`config.mk`:
```
export PLATFORM = sky130hd
export DESIGN_NAME = ps2_keymap_flat
export DESIGN_NICKNAME = d
export VERILOG_FILES = /design/src/rtl/ps2_keymap_pkg.sv /design/src/rtl/ps2_keymap_if.sv /design/src/rtl/ps2_keymap_stretch.sv /design/src/rtl/ps2_keymap.sv /design/src/flat_wrapper.sv
export SDC_FILE = /design/constraint.sdc
export NUM_CORES = 1
export LEC_CHECK = 0
export BUFFER_PORTS_ARGS = -buffer_cell sky130_fd_sc_hd__buf_4
export CORE_ASPECT_RATIO = 0.7
export CORE_UTILIZATION = 55
export CTS_CLUSTER_SIZE = 24
export DETAILED_ROUTE_END_ITERATION = 7
export PLACE_DENSITY = 0.75
export RECOVER_POWER = 25
export SLEW_MARGIN = 15
export SYNTH_ARGS = -nofsm -noshare
export SYNTH_HDL_FRONTEND = slang
export SYNTH_SLANG_ARGS = --single-unit
```
`constraint.sdc`:
```
create_clock -name clk_sys -period 21.3 [get_ports clk_sys]
set_input_delay 4.26 -clock clk_sys [delete_from_list [all_inputs] [get_ports clk_sys]]
set_output_delay 4.26 -clock clk_sys [all_outputs]
set_load 0.02 [all_outputs]
```
`src/rtl/ps2_keymap_pkg.sv`:
```
// Shared types for the PS/2 scancode-to-button mapper: table entry, key event, FSM states.
package ps2_keymap_pkg;

  localparam int unsigned KeyToggle  = 10;
  localparam int unsigned KeyPressed = 9;
  localparam int unsigned KeyExt     = 8;

  // Wide enough for the largest supported button count (32).
  localparam int unsigned BtnIdxW = 5;

  typedef struct packed {
    logic               valid;
    logic               extwild;
    logic [8:0]         code;
    logic [BtnIdxW-1:0] btn;
  } map_entry_t;

  typedef struct packed {
    logic       pressed;
    logic [8:0] code;
  } key_event_t;

  typedef enum logic [0:0] {StIdle, StScan} state_e;

  function automatic logic entry_match(map_entry_t e, logic [8:0] code);
    return e.valid && (e.code[7:0] == code[7:0]) && (e.extwild || (e.code[8] == code[8]));
  endfunction

endpackage

```
`src/rtl/ps2_keymap_if.sv`:
```
// Keyboard event, mapping-table write port and button outputs of ps2_keymap.
interface ps2_keymap_if #(
  parameter int unsigned NUM_KEYS = 32,
  parameter int unsigned NUM_BTNS = 16
);
  logic [10:0]                 ps2_key;
  logic                        release_all;
  logic                        map_wr;
  logic [$clog2(NUM_KEYS)-1:0] map_addr;
  logic                        map_valid;
  logic                        map_extwild;
  logic [8:0]                  map_code;
  logic [$clog2(NUM_BTNS)-1:0] map_btn;
  logic [NUM_BTNS-1:0]         btn;
  logic                        busy;
  logic                        overflow;

  modport master (
    output ps2_key, release_all, map_wr, map_addr, map_valid, map_extwild, map_code, map_btn,
    input  btn, busy, overflow
  );

  modport slave (
    input  ps2_key, release_all, map_wr, map_addr, map_valid, map_extwild, map_code, map_btn,
    output btn, busy, overflow
  );
endinterface

```
`src/rtl/ps2_keymap_stretch.sv`:
```
// Per-button minimum-width stretcher; only buttons selected by PULSE_MASK get a counter.
module ps2_keymap_stretch #(
  parameter int unsigned         NUM_BTNS     = 16,
  parameter logic [NUM_BTNS-1:0] PULSE_MASK   = '0,
  parameter int unsigned         PULSE_CYCLES = 1000000
) (
  input  logic                clk_sys,
  input  logic                RESET,
  input  logic                clear,
  input  logic [NUM_BTNS-1:0] press,
  input  logic [NUM_BTNS-1:0] held,
  output logic [NUM_BTNS-1:0] btn
);
  localparam int unsigned CntW = $clog2(PULSE_CYCLES + 1);

  logic unused_ctrl;
  assign unused_ctrl = ^{clk_sys, RESET, clear};

  for (genvar i = 0; i < int'(NUM_BTNS); i++) begin : g_btn
    if (PULSE_MASK[i]) begin : g_pulse
      logic [CntW-1:0] cnt_q;

      always_ff @(posedge clk_sys or posedge RESET) begin
        if (RESET) begin
          cnt_q <= '0;
        end else if (clear) begin
          cnt_q <= '0;
        end else if (press[i]) begin
          cnt_q <= CntW'(PULSE_CYCLES);
        end else if (cnt_q != '0) begin
          cnt_q <= cnt_q - 1'b1;
        end
      end

      assign btn[i] = held[i] | (cnt_q != '0);
    end else begin : g_plain
      logic unused_press;
      assign unused_press = press[i];
      assign btn[i]       = held[i];
    end
  end

endmodule

```
`src/rtl/ps2_keymap.sv`:
```
// Maps MiSTer ps2_key toggle events onto a registered button vector through a writable
// table, scanned one entry per cycle, with a 1-deep pending slot for events during a scan.
module ps2_keymap
  import ps2_keymap_pkg::*;
#(
  parameter int unsigned         NUM_KEYS     = 32,
  parameter int unsigned         NUM_BTNS     = 16,
  parameter logic [NUM_BTNS-1:0] PULSE_MASK   = '0,
  parameter int unsigned         PULSE_CYCLES = 1000000
) (
  input logic         clk_sys,
  input logic         RESET,
  ps2_keymap_if.slave bus
);
  localparam int unsigned IdxW = $clog2(NUM_KEYS);

  map_entry_t          table_q [NUM_KEYS];
  map_entry_t          scan_entry;
  key_event_t          cur_q, pend_q, new_ev;
  state_e              state_q, state_d;
  logic [IdxW-1:0]     idx_q;
  logic                init_q, old_toggle_q, pend_full_q, overflow_q;
  logic                event_v, scan_match, scan_last;
  logic [NUM_BTNS-1:0] btn_state_q, hit, press;

  assign new_ev     = '{pressed: bus.ps2_key[KeyPressed], code: bus.ps2_key[KeyExt:0]};
  assign event_v    = !init_q && (bus.ps2_key[KeyToggle] != old_toggle_q);
  assign scan_entry = table_q[idx_q];
  assign scan_match = (state_q == StScan) && entry_match(scan_entry, cur_q.code);
  assign scan_last  = (idx_q == IdxW'(NUM_KEYS - 1));

  // Out-of-range button indices simply never hit any bit.
  always_comb begin
    hit = '0;
    for (int i = 0; i < int'(NUM_BTNS); i++) begin
      hit[i] = scan_match && (scan_entry.btn == BtnIdxW'(i));
    end
  end
  assign press = hit & {NUM_BTNS{cur_q.pressed}};

  always_comb begin
    state_d = state_q;
    unique case (state_q)
      StIdle:  if (pend_full_q || event_v) state_d = StScan;
      StScan:  if (scan_last) state_d = StIdle;
      default: state_d = StIdle;
    endcase
    if (bus.release_all) state_d = StIdle;
  end

  always_ff @(posedge clk_sys or posedge RESET) begin
    if (RESET) begin
      state_q      <= StIdle;
      idx_q        <= '0;
      init_q       <= 1'b1;
      old_toggle_q <= 1'b0;
      pend_full_q  <= 1'b0;
      overflow_q   <= 1'b0;
      cur_q        <= '0;
      pend_q       <= '0;
      btn_state_q  <= '0;
      for (int k = 0; k < int'(NUM_KEYS); k++) table_q[k] <= '0;
    end else begin
      state_q      <= state_d;
      init_q       <= 1'b0;
      old_toggle_q <= bus.ps2_key[KeyToggle];
      if (bus.map_wr && (int'(bus.map_addr) < int'(NUM_KEYS))) begin
        table_q[bus.map_addr] <= '{valid:   bus.map_valid,
                                   extwild: bus.map_extwild,
                                   code:    bus.map_code,
                                   btn:     BtnIdxW'(bus.map_btn)};
      end
      if (bus.release_all) begin
        btn_state_q <= '0;
        pend_full_q <= 1'b0;
      end else begin
        for (int i = 0; i < int'(NUM_BTNS); i++) begin
          if (hit[i]) btn_state_q[i] <= cur_q.pressed;
        end
        if (state_q == StIdle) begin
          if (pend_full_q || event_v) begin
            idx_q <= '0;
            cur_q <= pend_full_q ? pend_q : new_ev;
          end
          // A new event arriving while the slot drains takes the slot's place.
          if (pend_full_q) begin
            pend_full_q <= event_v;
            pend_q      <= new_ev;
          end
        end else begin
          if (!scan_last) idx_q <= idx_q + 1'b1;
          if (event_v) begin
            pend_q      <= new_ev;
            pend_full_q <= 1'b1;
            if (pend_full_q) overflow_q <= 1'b1;
          end
        end
      end
    end
  end

  ps2_keymap_stretch #(
    .NUM_BTNS    (NUM_BTNS),
    .PULSE_MASK  (PULSE_MASK),
    .PULSE_CYCLES(PULSE_CYCLES)
  ) u_stretch (
    .clk_sys(clk_sys),
    .RESET  (RESET),
    .clear  (bus.release_all),
    .press  (press),
    .held   (btn_state_q),
    .btn    (bus.btn)
  );

  assign bus.busy     = (state_q == StScan);
  assign bus.overflow = overflow_q;

endmodule

```
`src/flat_wrapper.sv`:
```
// flat-port wrapper written by rule: the top's interface ports become plain ports
module ps2_keymap_flat import ps2_keymap_pkg::*;
#(
  parameter int unsigned         NUM_KEYS     = 32,
  parameter int unsigned         NUM_BTNS     = 16,
  parameter logic [NUM_BTNS-1:0] PULSE_MASK   = '0,
  parameter int unsigned         PULSE_CYCLES = 1000000
)
  (clk_sys, RESET, bus_ps2_key, bus_release_all, bus_map_wr, bus_map_addr, bus_map_valid, bus_map_extwild, bus_map_code, bus_map_btn, bus_btn, bus_busy, bus_overflow);
  ps2_keymap_if #(.NUM_KEYS(NUM_KEYS), .NUM_BTNS(NUM_BTNS)) bus_i ();
  input logic clk_sys;
  input logic RESET;
  input wire logic [$bits(bus_i.ps2_key)-1:0] bus_ps2_key;
  input wire logic [$bits(bus_i.release_all)-1:0] bus_release_all;
  input wire logic [$bits(bus_i.map_wr)-1:0] bus_map_wr;
  input wire logic [$bits(bus_i.map_addr)-1:0] bus_map_addr;
  input wire logic [$bits(bus_i.map_valid)-1:0] bus_map_valid;
  input wire logic [$bits(bus_i.map_extwild)-1:0] bus_map_extwild;
  input wire logic [$bits(bus_i.map_code)-1:0] bus_map_code;
  input wire logic [$bits(bus_i.map_btn)-1:0] bus_map_btn;
  output wire logic [$bits(bus_i.btn)-1:0] bus_btn;
  output wire logic [$bits(bus_i.busy)-1:0] bus_busy;
  output wire logic [$bits(bus_i.overflow)-1:0] bus_overflow;
  assign bus_i.ps2_key = bus_ps2_key;
  assign bus_i.release_all = bus_release_all;
  assign bus_i.map_wr = bus_map_wr;
  assign bus_i.map_addr = bus_map_addr;
  assign bus_i.map_valid = bus_map_valid;
  assign bus_i.map_extwild = bus_map_extwild;
  assign bus_i.map_code = bus_map_code;
  assign bus_i.map_btn = bus_map_btn;
  assign bus_btn = bus_i.btn;
  assign bus_busy = bus_i.busy;
  assign bus_overflow = bus_i.overflow;
  ps2_keymap #(.NUM_KEYS(NUM_KEYS), .NUM_BTNS(NUM_BTNS), .PULSE_MASK(PULSE_MASK), .PULSE_CYCLES(PULSE_CYCLES)) u_core (.clk_sys(clk_sys), .RESET(RESET), .bus(bus_i));
endmodule
```
* Word level (Yosys, flattened, before mapping)
Cells that the tools add are included.
** Operators by class
- Add/sub/neg operators :: 1
- Magnitude comparators :: 3
- Bitwise operators :: 4
- Eq/ne operators :: 22
- Multiplexer cells :: 38
- Reduce and logical (&&, ||, !) cells :: 47
** Operator list (count)
- $bwmux 512 :: 1
- $bmux 16 s5 :: 1
- $demux 16 s5 :: 1
- $mux 16 :: 4
- $eq 5x4->1 const B :: 8
- $mux 10 :: 4
- $reduce_bool 2->1 :: 18
- $mux 1 :: 23
- $logic_and 1x1->1 :: 21
- $eq 5x3->1 const B :: 4
- $mux 5 :: 3
- $ge 6x6->1 const B :: 2
- $not 5->6 :: 2
- $eq 5x2->1 const B :: 2
- $reduce_and 3->1 :: 3
- $eq 8x8->1 :: 1
- $lt 6x1->1 const B :: 1
- $add 5x1->5 const B :: 1
- $eq 5x1->1 const B :: 1
- $eq 5x5->1 const B :: 1
- $logic_not 5->1 :: 1
- $ne 2x2->1 const B :: 2
- $reduce_and 4->1 :: 1
- $ne 3x3->1 const B :: 1
- 6 further kinds :: 8
** Word-level totals
- Bits of input ports :: 35
- Bits in registers :: 558

* Logic depth before layout (Yosys ltp)
- Depth in word-level cells :: 11
- Mapped depth :: 14

* Modules after synthesis
Synthesis repeated with hierarchy kept, for this count alone.
** Second synthesis, totals
- Cells, all modules :: 1650
- Area, all modules :: 24528.5 um^2
** Modules (own cells, without submodules)
- ps2_keymap :: times used 1, cells an instance 1634, area each 24408.4 um^2
- ps2_keymap_stretch :: times used 1, cells an instance 16, area each 120.1 um^2

* Worst setup path after synthesis
OpenSTA, ideal clock, no wires.
- Path type :: input to register
- Start :: input bus_map_addr[0]
- End :: register u_core.table_q[112] (netlist name)
- Setup time :: 0.125 ns
- Cell stages on the path :: 4
- Data required time :: 21.175 ns
- Data arrival time :: 5.806 ns
- Path slack :: 15.370 ns
- Cell sequence :: or3b_2 nor2_1 clkbuf_1 mux2_2
** Between the ends
- Longest elaborated chain between the ends :: 6
- Elaborated cells on any way between the ends :: 7
** RTL lines
- start: declaration :: RTL line flat_wrapper.sv:16 : input wire logic [$bits(bus_i.map_addr)-1:0] bus_map_addr;
- $not 5->6 (not written as such) * :: RTL line ps2_keymap.sv:68 : table_q[bus.map_addr] <= '{valid: bus.map_valid,
- $ge 6x6->1 (not written as such) or $lt 6x1->1 (tied branches) :: RTL line ps2_keymap.sv:68
- $logic_and 1x1->1 (not written as such) :: RTL line ps2_keymap.sv:68
- $mux 16 (not written as such) :: RTL line ps2_keymap.sv:68
- $demux 16 s5 * :: RTL line ps2_keymap.sv:68
- $bwmux 512 * :: RTL line ps2_keymap.sv:68
- end signal: indexed assignment :: RTL line ps2_keymap.sv:68
- end: declaration :: RTL line ps2_keymap.sv:17 : map_entry_t table_q [NUM_KEYS];
Every way passes the cells marked *; elsewhere a longest branch is shown, timed or not.
A chain may end at the register's enable or synchronous reset.

==> results.yml <==
sta:
  slew_viol_final: 220
  timing.final.crit_period_ps: 9939
  fmax_mhz: 100.6
  max-slew-margin-rel_pct: -256.2
  finClkSkew_ps: 11.17
  final_min_period_over_clock_period_pct: 46.66
  worst_pin_slew_ps: 5314
  setup_viol: 0
  rsz0062_at_grt: "false"
  setup-tns-final_ps: 0
  hold_viol_final: 0
global_route:
  antenna_found_initial: 0
  grt_pass1_wl_um: 91120
  grt_pass1_vias: 14750
  grt_use_total_pct: 27.19
  gr-total-overflow: 0
  grt_max_degree: 197
synth:
  synth_edf_count: 0
  synth_cell_type_count: 55
  ys.warnings.count: 0
  syn-num-nets: 1673
  synth_cells: 1636
  ys_ff_latch: 526
  yosysTopAreaCellShare_pct: 54.17
  synth_area_leaders: "dfrtp_1 (54%), mux2_2 (23%), mux4_2 (8.8%), mux2i_1 (4.3%), clkbuf_1 (1.5%)"
  seq_area_frac_synth_pct: 54.28
  synth_area_leader_cell: "dfrtp_1"
  syn_area_um2: 24250
  async_reset_ff_share_pct: 100.0
  synthTopCellsByCount: "dfrtp_1 (525), mux2_2 (496), mux2i_1 (103), clkbuf_1 (100), mux4_2 (95)"
  synth_ff_type: "dfrtp_1"
  synth_most_common_cell: "dfrtp_1"
  avgSynthCellArea_um2: 14.82
min_path:
  worstHoldStart: "u_core.bus.overflow"
  hp-class: "register to register"
  hold_end: "u_core.bus.overflow"
  min_path_cells: 1
critical_path:
  crit_required_ps: 21240
  cp.buffers_inverters: 3
  slowest_delay_ps: 2950
  cpLargestDelayFamily: "buffers and inverters"
  ff2ff_path_depth: 9
  arrival_ps: 9880
  critPathLaunchType: "input pin"
  r2r_start: "u_core.idx_q[0]"
  cpMaxStageDelayCell: "clkinvlp_2"
  path_max_fanout: 121
  crit_path_cell_trace: "clkbuf_4, clkinvlp_2, clkbuf_1"
  worst_setup_path_end_kind: "asynchronous set/reset pin"
  rr_endpoint: "u_core.btn_state_q[1]"
  critical_path_class: "input pin to asynchronous set/reset pin"
  r2r_setup_slack_ps: 16030
route:
  drtAntennaViolNets: 0
  drt-initial-drc-count: 1175
  drc_errors: 0
  wire_per_inst_um: 26.18
  drt_first_pass_iters: 5
  drt_wl_total_um: 58800
  via_per_inst: 6.341
  vias: 14240
place:
  io_buffers: 52
  place.gp.congestion: 0.8240
  dp.final_hpwl_um: 36740
pwr:
  swShare_pct: 27.06
  ir_worst_vdd_v: 0.00007179
  clockPowerShare_pct: 30.3
  internal-power_mw: 1.983
  p_comb_share_pct: 21.5
  pwr_density_cell_nw_per_um2: 103.0
  pwr-share-seq_pct: 48.3
  switchingPower_uw: 735.9
  power_leakage_nw: 11.71
  power_mw: 2.719
cts:
  clock-root-buffer: "clkbuf_16"
  cts_setup_buffers: 0
  cts_tree: "yes"
  cts.repair.resized: 0
  cts_hold_buf: 0
  clk_latency_ps: 560
  cts_inserted_buffers: 49
  clockBufferDepth: 3
  cts_sinks: 526
  htreeDepth: 2
  cts.clk_slew.worst_paths_ps: 60
run_status:
  status: "finished, violations left"
  violations: "capacitance limit, slew limit"
final_layout:
  antenna_cells: 0
  drive_gt1_share_pct: 44.97
  synthToLayoutAreaGrowth_pct: 8.832
  fin_nets: 1672
  fillers: 3239
  final_core_util_pct: 61.55
run:
  max_cap_viol_count: 4
floorplan:
  start_util_pct: 56.56
  die-width_um: 253.0
  die_h_um: 177.7
  ios: 53
  core_area_um2: 42880
  std_cell_rows: 63
  die_area_um2: 44950
[cell families after synthesis]
family	count (synthesis)	synth area share, %
other	1	0.01546
AO/OA/AOI/OAI	81	2.425
XOR/XNOR	14	0.5056
AND/OR/NAND/NOR	179	3.740
buffers and inverters	139	2.832
multiplexers	694	36.10
flip-flops	526	54.28
adder cells (fa/ha/maj)	2	0.1032
[power groups by stage]
stage | registers [mW] | logic (mW) | clock network (mW)
3_5_place_dp | 1.33 | 0.584 | 0
2_1_floorplan | 1.28 | 0.508 | 0
4_1_cts | 1.31 | 0.587 | 0.837
6_report | 1.31 | 0.584 | 0.823
3_3_place_gp | 1.31 | 0.562 | 0
5_1_grt | 1.33 | 0.630 | 0.877
[state kept, by name, indices dropped and copies added (netlist names), 5 cells and up]
name	cells
u_core.btn_state_q	16
u_core.pend_q	10
u_core.table_q	480
u_core.cur_q	10
u_core.idx_q	5
[worst max-delay path by stage]
stage	depth (start not counted)	to	start
global placement	5	u_core.table_q[464]	RESET
global route	3	u_core.table_q[275]	RESET
floorplan	1	u_core.btn_state_q[0]	RESET
CTS	5	u_core.table_q[454]	RESET
finish	3	u_core.table_q[275]	RESET
detailed placement	5	u_core.table_q[464]	RESET
[placed cells by master, fill, tap and decap left out, drive strengths merged, types with 2 or more instances in the layout]
cell type / netlist / final
a211oi: 3 / 3
a21boi: 2 / 2
a21oi: 5 / 5
a221oi: 11 / 11
a22o: 9 / 9
a22oi: 19 / 19
a31oi: 2 / 2
and3: 3 / 3
buf: 34 / 73
clkbuf: 100 / 82
clkinv: 1 / 4
dfrtp: 525 / 525
ha: 2 / 2
inv: 4 / 3
mux2: 496 / 496
mux2i: 103 / 103
mux4: 95 / 95
nand2: 60 / 60
nand2b: 6 / 6
nand3: 14 / 14
nand3b: 6 / 6
nand4: 23 / 23
nor2: 42 / 42
nor2b: 5 / 5
nor3: 3 / 3
nor3b: 5 / 5
nor4: 2 / 2
o211ai: 2 / 2
o21ai: 19 / 19
o22ai: 4 / 4
o311a: 2 / 2
or2: 4 / 4
or3b: 2 / 2
xnor2: 9 / 9
xor2: 5 / 5
[routing by layer]
metal	vias to the layer above	routed length [µm]	part of all wire (%)	global-route usage [%]
met3	98	3990	6.8	4.796
met4	0	1370	2.3	6.894
met1	7712	26840	46	40.93
met2	430	26600	45	41.06
met5	-	0	0	0
li1	6001	-	-	-
[stage by stage]
stage	instances	cell area [µm²]	hold slack, ps	setup slack [ps]
5_1_grt	2246	26400	515.7	10100
6_report	2246	26400	492.4	11360
4_1_cts	2245	26420	495.8	14150
3_5_place_dp	2168	24970	480.9	13560
3_3_place_gp	2168	24970	464.2	13680
2_1_floorplan	1636	24250	450.2	2345
[final cells by class]
class	instances	area (µm²)	area share (%)
clock buffer	73	1406	5.328
timing repair buffer	82	605.6	2.294
tap	585	732.0	2.773
sequential	526	13170	49.91
inverter	5	20.02	0.07584
multi-input combinational	971	10410	39.45
clock inverter	4	45.04	0.1706
No activity file was read; power rests on OpenSTA's default activity.
